--- src/rtl/sram_pkg.sv ---
// Shared definitions for the SRAM port controller: macro geometry, request
// bundle and read-tracking states.
package sram_pkg;

    localparam int SRAM_DATA_WIDTH = 32;
    localparam int SRAM_ADDR_WIDTH = 7;

    typedef struct packed {
        logic                       we;
        logic [SRAM_ADDR_WIDTH-1:0] addr;
        logic [SRAM_DATA_WIDTH-1:0] wdata;
    } sram_req_t;

    typedef enum logic {
        RD_IDLE = 1'b0,
        RD_PEND = 1'b1
    } rd_state_t;

endpackage

--- src/rtl/sram_port_ctrl_if.sv ---
// Request/response handshake bundle between an upstream client (master) and
// the SRAM port controller (slave).
interface sram_port_ctrl_if
    import sram_pkg::*;
#(
    parameter int DATA_WIDTH = SRAM_DATA_WIDTH,
    parameter int ADDR_WIDTH = SRAM_ADDR_WIDTH
);
    logic                  req_valid;
    logic                  req_ready;
    logic                  req_we;
    logic [ADDR_WIDTH-1:0] req_addr;
    logic [DATA_WIDTH-1:0] req_wdata;
    logic                  rsp_valid;
    logic                  rsp_ready;
    logic [DATA_WIDTH-1:0] rsp_rdata;

    modport master (
        output req_valid, req_we, req_addr, req_wdata, rsp_ready,
        input  req_ready, rsp_valid, rsp_rdata
    );

    modport slave (
        input  req_valid, req_we, req_addr, req_wdata, rsp_ready,
        output req_ready, rsp_valid, rsp_rdata
    );

endinterface

--- src/rtl/sram_rsp_fifo.sv ---
// Synchronous response FIFO with occupancy count; the head reads as zero when
// empty so the response bus is quiet out of reset.
module sram_rsp_fifo #(
    parameter int DATA_WIDTH = 32,
    parameter int DEPTH      = 2,
    parameter int CNT_W      = $clog2(DEPTH + 1)
) (
    input  logic                  clk0,
    input  logic                  rst0,
    input  logic                  push,
    input  logic                  pop,
    input  logic [DATA_WIDTH-1:0] wdata,
    output logic [DATA_WIDTH-1:0] rdata,
    output logic [CNT_W-1:0]      count,
    output logic                  empty
);

    localparam int PTR_W = (DEPTH > 1) ? $clog2(DEPTH) : 1;

    logic [DATA_WIDTH-1:0] mem [DEPTH];
    logic [PTR_W-1:0]      wr_ptr;
    logic [PTR_W-1:0]      rd_ptr;
    logic                  do_pop;

    function automatic logic [PTR_W-1:0] ptr_inc(input logic [PTR_W-1:0] p);
        return (p == PTR_W'(DEPTH - 1)) ? '0 : p + 1'b1;
    endfunction

    assign empty  = (count == '0);
    assign do_pop = pop && !empty;
    assign rdata  = empty ? '0 : mem[rd_ptr];

    always_ff @(posedge clk0) begin
        if (push) begin
            mem[wr_ptr] <= wdata;
        end
    end

    always_ff @(posedge clk0 or posedge rst0) begin
        if (rst0) begin
            wr_ptr <= '0;
            rd_ptr <= '0;
            count  <= '0;
        end else begin
            if (push) begin
                wr_ptr <= ptr_inc(wr_ptr);
            end
            if (do_pop) begin
                rd_ptr <= ptr_inc(rd_ptr);
            end
            case ({push, do_pop})
                2'b10:   count <= count + 1'b1;
                2'b01:   count <= count - 1'b1;
                default: count <= count;
            endcase
        end
    end

endmodule

--- src/rtl/sram_port_ctrl.sv ---
// Request-side controller for one RW port of the dual-port SRAM macro: drives
// the active-low pins, captures read data one edge after issue, and buffers it.
module sram_port_ctrl
    import sram_pkg::*;
#(
    parameter int DATA_WIDTH = SRAM_DATA_WIDTH,
    parameter int ADDR_WIDTH = SRAM_ADDR_WIDTH,
    parameter int RSP_DEPTH  = 2
) (
    input  logic                  clk0,
    input  logic                  rst0,
    sram_port_ctrl_if.slave       bus,
    output logic                  csb,
    output logic                  web,
    output logic [ADDR_WIDTH-1:0] addr,
    output logic [DATA_WIDTH-1:0] din,
    input  logic [DATA_WIDTH-1:0] dout,
    output logic                  idle
);

    localparam int CNT_W = $clog2(RSP_DEPTH + 1);
    localparam int CR_W  = CNT_W + 1;

    sram_req_t        req;
    rd_state_t        state;
    rd_state_t        state_nxt;
    logic             fire;
    logic             rd_fire;
    logic             rd_pend;
    logic             pop;
    logic             empty;
    logic [CNT_W-1:0] count;
    logic [CR_W-1:0]  credit_used;

    assign req.we    = bus.req_we;
    assign req.addr  = bus.req_addr;
    assign req.wdata = bus.req_wdata;

    // Credits count both buffered entries and the read whose data arrives next
    // edge, so a capture can never find the FIFO full.
    assign rd_pend       = (state == RD_PEND);
    assign pop           = bus.rsp_valid && bus.rsp_ready;
    assign credit_used   = CR_W'(count) + CR_W'(rd_pend) - CR_W'(pop);
    assign bus.req_ready = !rst0 && (credit_used < CR_W'(RSP_DEPTH));
    assign fire          = bus.req_valid && bus.req_ready;
    assign rd_fire       = fire && !req.we;

    assign csb  = !fire;
    assign web  = !(fire && req.we);
    assign addr = req.addr;
    assign din  = req.wdata;

    assign bus.rsp_valid = !empty;
    assign idle          = !rd_pend && empty;

    always_ff @(posedge clk0 or posedge rst0) begin
        if (rst0) begin
            state <= RD_IDLE;
        end else begin
            state <= state_nxt;
        end
    end

    always_comb begin
        state_nxt = RD_IDLE;
        case (state)
            RD_IDLE: state_nxt = rd_fire ? RD_PEND : RD_IDLE;
            RD_PEND: state_nxt = rd_fire ? RD_PEND : RD_IDLE;
            default: state_nxt = RD_IDLE;
        endcase
    end

    // Macro output is valid on the edge after issue; push it then.
    sram_rsp_fifo #(
        .DATA_WIDTH (DATA_WIDTH),
        .DEPTH      (RSP_DEPTH),
        .CNT_W      (CNT_W)
    ) u_rsp_fifo (
        .clk0  (clk0),
        .rst0  (rst0),
        .push  (rd_pend),
        .pop   (pop),
        .wdata (dout),
        .rdata (bus.rsp_rdata),
        .count (count),
        .empty (empty)
    );

endmodule

--- src/flat_wrapper.sv ---
// flat-port wrapper written by rule: the top's interface ports become plain ports
module sram_port_ctrl_flat import sram_pkg::*;
#(
    parameter int DATA_WIDTH = SRAM_DATA_WIDTH,
    parameter int ADDR_WIDTH = SRAM_ADDR_WIDTH,
    parameter int RSP_DEPTH  = 2
)
  (clk0, rst0, csb, web, addr, din, dout, idle, bus_req_valid, bus_req_we, bus_req_addr, bus_req_wdata, bus_rsp_ready, bus_req_ready, bus_rsp_valid, bus_rsp_rdata);
  sram_port_ctrl_if #(.DATA_WIDTH(DATA_WIDTH), .ADDR_WIDTH(ADDR_WIDTH)) bus_i ();
  input  logic clk0;
  input  logic rst0;
  output logic csb;
  output logic web;
  output logic [ADDR_WIDTH-1:0] addr;
  output logic [DATA_WIDTH-1:0] din;
  input  logic [DATA_WIDTH-1:0] dout;
  output logic idle;
  input wire logic [$bits(bus_i.req_valid)-1:0] bus_req_valid;
  input wire logic [$bits(bus_i.req_we)-1:0] bus_req_we;
  input wire logic [$bits(bus_i.req_addr)-1:0] bus_req_addr;
  input wire logic [$bits(bus_i.req_wdata)-1:0] bus_req_wdata;
  input wire logic [$bits(bus_i.rsp_ready)-1:0] bus_rsp_ready;
  output wire logic [$bits(bus_i.req_ready)-1:0] bus_req_ready;
  output wire logic [$bits(bus_i.rsp_valid)-1:0] bus_rsp_valid;
  output wire logic [$bits(bus_i.rsp_rdata)-1:0] bus_rsp_rdata;
  assign bus_i.req_valid = bus_req_valid;
  assign bus_i.req_we = bus_req_we;
  assign bus_i.req_addr = bus_req_addr;
  assign bus_i.req_wdata = bus_req_wdata;
  assign bus_i.rsp_ready = bus_rsp_ready;
  assign bus_req_ready = bus_i.req_ready;
  assign bus_rsp_valid = bus_i.rsp_valid;
  assign bus_rsp_rdata = bus_i.rsp_rdata;
  sram_port_ctrl #(.DATA_WIDTH(DATA_WIDTH), .ADDR_WIDTH(ADDR_WIDTH), .RSP_DEPTH(RSP_DEPTH)) u_core (.clk0(clk0), .rst0(rst0), .bus(bus_i), .csb(csb), .web(web), .addr(addr), .din(din), .dout(dout), .idle(idle));
endmodule
--- config.mk ---
export PLATFORM = sky130hd
export DESIGN_NAME = sram_port_ctrl_flat
export DESIGN_NICKNAME = d
export VERILOG_FILES = /design/src/rtl/sram_pkg.sv /design/src/rtl/sram_port_ctrl_if.sv /design/src/rtl/sram_rsp_fifo.sv /design/src/rtl/sram_port_ctrl.sv /design/src/flat_wrapper.sv
export SDC_FILE = /design/constraint.sdc
export NUM_CORES = 1
export LEC_CHECK = 0
export BUFFER_PORTS_ARGS = -buffer_cell sky130_fd_sc_hd__buf_2
export CORE_ASPECT_RATIO = 0.7
export CORE_MARGIN = 3
export CORE_UTILIZATION = 40
export DETAILED_ROUTE_END_ITERATION = 10
export PLACE_DENSITY = 0.75
export SYNTH_ARGS = -nofsm -noshare
export SYNTH_HDL_FRONTEND = slang
export SYNTH_HIERARCHICAL = 1
export SYNTH_SLANG_ARGS = --single-unit
--- constraint.sdc ---
create_clock -name clk0 -period 2.3 [get_ports clk0]
set_input_delay 0.115 -clock clk0 [delete_from_list [all_inputs] [get_ports clk0]]
set_output_delay 0.115 -clock clk0 [all_outputs]
set_load 0.03 [all_outputs]
* Word level (Yosys, flattened, before mapping) *
Memories as Yosys holds them, arrays and structs flattened.
Cells that the tools add are included.
Widths: inputs -> output; s select.

storage, ports and cells
  output and inout port bits = 76
  word-level logic and storage cells = 36
  memory bits (writable) = 64
  input port bits = 76
  memories kept = 1
  register bits = 5

cells by class
  reduce and logical (&&, ||, !) cells = 15
  eq/ne operators = 2
  $add $sub $neg = 6
  order comparisons = 1
  mux-type cells = 7

memories
  name                   words  bits a word  read ports  clocked after memory_dff  write ports  line                 source
  u_core.u_rsp_fifo.mem  2      32           1           0                         1            sram_rsp_fifo.sv:20  logic [DATA_WIDTH-1:0] mem [DEPTH];

operators by type and width
  operator             number
  $mux 32              1
  $logic_and 1x1->1    7
  $logic_not 1->1      6
  $mux 1               5
  $pmux 2 s2           1
  $add 2x1->3          1
  $lt 3x2->1 const B   1
  $sub 3x1->3          1
  $add 1x1->1 const B  2
  $add 2x1->2 const B  1
  $eq 2x1->1 const B   1
  $eq 2x2->1 const B   1
  $logic_not 2->1      1
  $reduce_bool 2->1    1
  $sub 2x1->2 const B  1

* Longest topological paths before layout *
  depth after elaboration = 9
  gate-level depth with buffers = 8
  depth with buffers taken out = 7

* By module *
Netlist, hierarchy kept.

modules (own cells, without submodules)
  module          area an instance (µm²)  cells an instance  seq. area each (µm²)  instances
  sram_rsp_fifo   2611.3                  152                2021.9                1
  sram_port_ctrl  429.2                   54                 25.0                  1

* Worst setup path after synthesis *
OpenSTA, ideal clock, no wires.

  kind = reg2out
  start = reg u_core.u_rsp_fifo.count[1]
  end = out web
  cell stages (with the launch flop) = 9
  data required time = 2185 ps
  slack = -193 ps
  data arrival time = 2378 ps
  buffers on the path = 1
  path through = dfrtp_1 > nor2_2 > buf_2 > nor2b_1 > ha_1 > nand2b_1 > fa_1 > nor2b_1 > nand4_1

on the way
  longest elaborated chain between the ends = 9
  elaborated cells on any way between the ends = 10
  those cells by class = 2 x add/sub; 1 x order compare; 7 x reduce/logical

RTL lines
  what                      line                  source
  start: declaration        sram_rsp_fifo.sv:14   output logic [CNT_W-1:0] count,
  start signal: assignment  sram_rsp_fifo.sv:52   2'b10: count <= count + 1'b1;
  start signal: assignment  sram_rsp_fifo.sv:53   2'b01: count <= count - 1'b1;
  start signal: assignment  sram_rsp_fifo.sv:54   default: count <= count;
  $logic_not 2->1           sram_rsp_fifo.sv:29   assign empty = (count == '0);
  named net u_core.empty    sram_port_ctrl.sv:31  logic empty;
  $logic_not 1->1           sram_port_ctrl.sv:53  assign bus.rsp_valid = !empty;
  $logic_and 1x1->1         sram_port_ctrl.sv:42  assign pop = bus.rsp_valid && bus.rsp_ready;
  named net u_core.pop      sram_port_ctrl.sv:30  logic pop;
  $sub 3x1->3               sram_port_ctrl.sv:43  assign credit_used = CR_W'(count) + CR_W'(rd_pend) - CR_W'(pop);
  $lt 3x2->1                sram_port_ctrl.sv:44  assign bus.req_ready = !rst0 && (credit_used < CR_W'(RSP_DEPTH));
  $logic_and 1x1->1         sram_port_ctrl.sv:44
  $logic_and 1x1->1         sram_port_ctrl.sv:45  assign fire = bus.req_valid && bus.req_ready;
  $logic_and 1x1->1         sram_port_ctrl.sv:49  assign web = !(fire && req.we);
  $logic_not 1->1           sram_port_ctrl.sv:49
  end: declaration          flat_wrapper.sv:13    output logic web;

The timed path passes the listed nets, and every way through them passes these cells.

* Final worst setup path *
  start = reg u_core.u_rsp_fifo.count[1]
  end = out bus_req_ready

on the way
  longest elaborated chain between the ends = 6
  elaborated cells on any way between the ends = 7
  those cells by class = 2 x add/sub; 1 x order compare; 4 x reduce/logical

RTL lines
  what                    line                  source
  $logic_not 2->1         sram_rsp_fifo.sv:29
  named net u_core.empty  sram_port_ctrl.sv:31
  $logic_not 1->1         sram_port_ctrl.sv:53
  $logic_and 1x1->1       sram_port_ctrl.sv:42
  named net u_core.pop    sram_port_ctrl.sv:30
  $sub 3x1->3             sram_port_ctrl.sv:43
  $lt 3x2->1              sram_port_ctrl.sv:44
  $logic_and 1x1->1       sram_port_ctrl.sv:44
  end: declaration        flat_wrapper.sv:23    output wire logic [$bits(bus_i.req_ready)-1:0] bus_req_ready;

The timed path passes the listed nets, and every way through them passes these cells.

==> qor.txt <==
CORE AREA = 0.00707 mm^2
Critical-path cell list = nor2_4 -> nor2b_1 -> ha_1 -> nand2b_4 -> fa_1 -> nor2b_4 -> and2_4 -> buf_6
WP buf/inv = 1
Syn avg cell area = 14.8 um^2
Die Ht = 78.9 um
Crit-path slowest cell = fa_1
Power density of the placed cells = 1230 mW/mm^2
Slew @ Worst Pin = 0.532 ns
Multi-input gate area = 656 um^2
Sequential share of power = 32.6%
Relative slew margins = 64.5%
DRC = 0
Worst skew pair latency = 0.34 ns
Sw frac = 39.3%
Site row count = 25
Final setup TNS = -0.464 ns
FF-to-FF setup slack = 0.25 ns
Status = finished, violations left
Final ANT Viol Nets = 0
Sequential area share after synthesis = 67.3%
Ys Warns = 6
Max-Cap Viols = 0
Clk buf depth = 2
Initial antenna violation count = 0
GR Util All Layers = 14.7%
Cells after Synth = 206
Crit path DAT = 2.34 ns
Final setup margin = -0.156 ns
Final wirelength = 5820 um
Die X = 110 um
Vias in the first global route = 1963
Starting Density = 43.0%
Slew Limit Fails = 0
Pwr Total = 4.77 mW
Clk pwr share = 22.4%
Routed WL per cell = 15.0 um
Initial DRC count = 60
Failing checks = setup timing
Power Internal = 2.89 mW
CP required = 2.18 ns
F_max = 407 MHz
Top-level I/O count = 152
Setup Viol. Count Final = 3
Critical Path End Type = output port
Syn nets = 285
CTS tree = built
GP Congestion = 0.720
Yosys top cell area share = 63.2%
Flops & latches, synth = 69
First-pass GRT wire length = 9410 um
IO buf count = 73
Yosys top cell by area = edfxtp_1
Root Buffer = clkbuf_8
Delay-heaviest family, CP = adder cells
Largest net degree at the start of global routing = 35
NetSw = 1.87 mW
Estimated wirelength of the detail-placed design = 3730 um
TritonCTS buffer count = 9
Startpoint Class = flip-flop
Clk sinks = 69
Synthesis-to-layout area growth = 27.6%
Type of the worst setup path = flip-flop to output port
Util after Layout = 54.9%
Filler cells = 598
P_leak = 1.63 nW
Minimum clock period = 2.46 ns
Layout cells sized above 1 = 38.0%
Yosys cell types = 22
H-tree depth = 3
Fin crit share = 107%
RSZ-0062 raised after global routing = yes
Clock slew at reported path FFs = 0.07 ns
Die area = 0.00870 mm^2
Nets = 369
CP peak stage delay = 0.55 ns
Diodes inserted = 0
Gate power share = 44.9%
Final clock skew = 0.00844 ns
Gr ovfl total = 0
Top cells by area, synth = edfxtp_1 (63%), mux2i_1 (11%), buf_4 (9.9%)
Max VDD drop = 0.000670 V
Critical path fanouts, max = 4
Via Count = 1769
DRT Pass-1 Iters = 4
FF/Latch Area = 0.00205 mm^2
Final hold slack = 0.0713 ns
Final hold violations = 0
Min-delay worst type = input pin to flip-flop
Routed vias/inst = 4.55
Mapped Area = 0.00304 mm^2
-- power by group through the flow --
stage          Combinational, mW  Clock (mW)  Sequential [mW]
2_1_floorplan               1.62           0             1.58
3_3_place_gp                1.92           0             1.59
3_5_place_dp                1.94           0             1.60
4_1_cts                     2.18        1.10             1.56
5_1_grt                     2.32        1.16             1.57
6_report                    2.14        1.07             1.55
-- Yosys cell counts --
master,number
and2_1,1
and2_2,1
and4b_1,1
buf_2,3
buf_4,40
buf_6,3
dfrtp_1,5
edfxtp_1,64
fa_1,1
ha_1,2
inv_1,5
mux2i_1,32
nand2b_1,1
nand3_1,1
nand4_1,1
nor2_1,35
nor2_2,1
nor2b_1,2
nor2b_2,1
xnor2_1,2
xnor2_2,1
xor2_1,3
-- cell usage in the layout, fill, tap and decap left out, drive strengths merged --
cell          n
dfrtp         5
bufinv        2
mux2i        32
clkinvlp      1
inv           7
clkbuf        9
xnor2         3
nor2         36
buf          86
nand4         1
edfxtp       64
clkinv        2
fa            1
ha            2
and4b         1
and2          2
nand2b        1
nor2b         3
xor2          3
dlygate4sd3  33
nand3         1
-- path summary, 6_finish.rpt --
| path | endpoint | from | depth (start not counted) |
|---|---|---|---|
| max | bus_req_ready | u_core/u_rsp_fifo/count[1] | 8 |
| min | u_core/rd_pend | bus_req_we | 2 |
| max reg2reg | u_core/u_rsp_fifo/count[1] | u_core/u_rsp_fifo/count[1] | 11 |
| min reg2reg | u_core/u_rsp_fifo/wr_ptr | u_core/u_rsp_fifo/wr_ptr | 1 |
| max in group asynchronous | u_core/u_rsp_fifo/count[0] | rst0 | 3 |
| min in group asynchronous | u_core/rd_pend | rst0 | 3 |
-- through the flow --
step / cells / worst slack, ns / area [um^2]
after CTS: 391 / -0.151 / 3890
after global routing: 389 / -0.270 / 3880
after floorplan: 206 / 0.0216 / 3060
after detailed placement: 334 / 0.112 / 3250
after global placement: 334 / 0.184 / 3250
final: 389 / -0.156 / 3880
-- repair_timing --
action | CTS | global route
endpoints found under the setup margin | 3 | 36
cloned | 0 | 0
setup buffers | 8 | 0
resized for setup | 11 | 0
pin swaps | 4 | 0
hold buffers | 33 | 0
endpoints found under the hold margin | 69 | 0
-- final cells by class --
type                    count  share of cell area (%)
multi-input cells          86                    16.9
well taps                  94                    3.03
flip-flops and latches     69                    52.9
inverters                   5                   0.484
repair buffers            119                    21.0
clock buffers               9                    3.19
clock inverters             7                    2.52
-- routing by layer --
metal	track usage (%)	vias up	share of wire [%]
met2	26.0	67	52
met1	15.5	827	39
met4	6.89	0	2.3
met3	5.20	25	6.0
li1	-	850	-
met5	0	-	0
-- sequential cells by signal, summed over array words and instances, names as in the netlist --
register,cells
u_core/u_rsp_fifo/mem,64
u_core/u_rsp_fifo/count,2
u_core/rd_pend,1
u_core/u_rsp_fifo/rd_ptr,1
u_core/u_rsp_fifo/wr_ptr,1
-- cells by family after synthesis --
| group | count (synthesis) | share of synthesized area (%) |
|---|---|---|
| flops | 69 | 67.3 |
| buf+inv | 51 | 12.1 |
| simple gates | 45 | 6.58 |
| mux | 32 | 10.5 |
| xor+xnor | 6 | 1.98 |
| fa+ha+maj | 3 | 1.48 |
No activity file was read; power rests on OpenSTA's default activity.
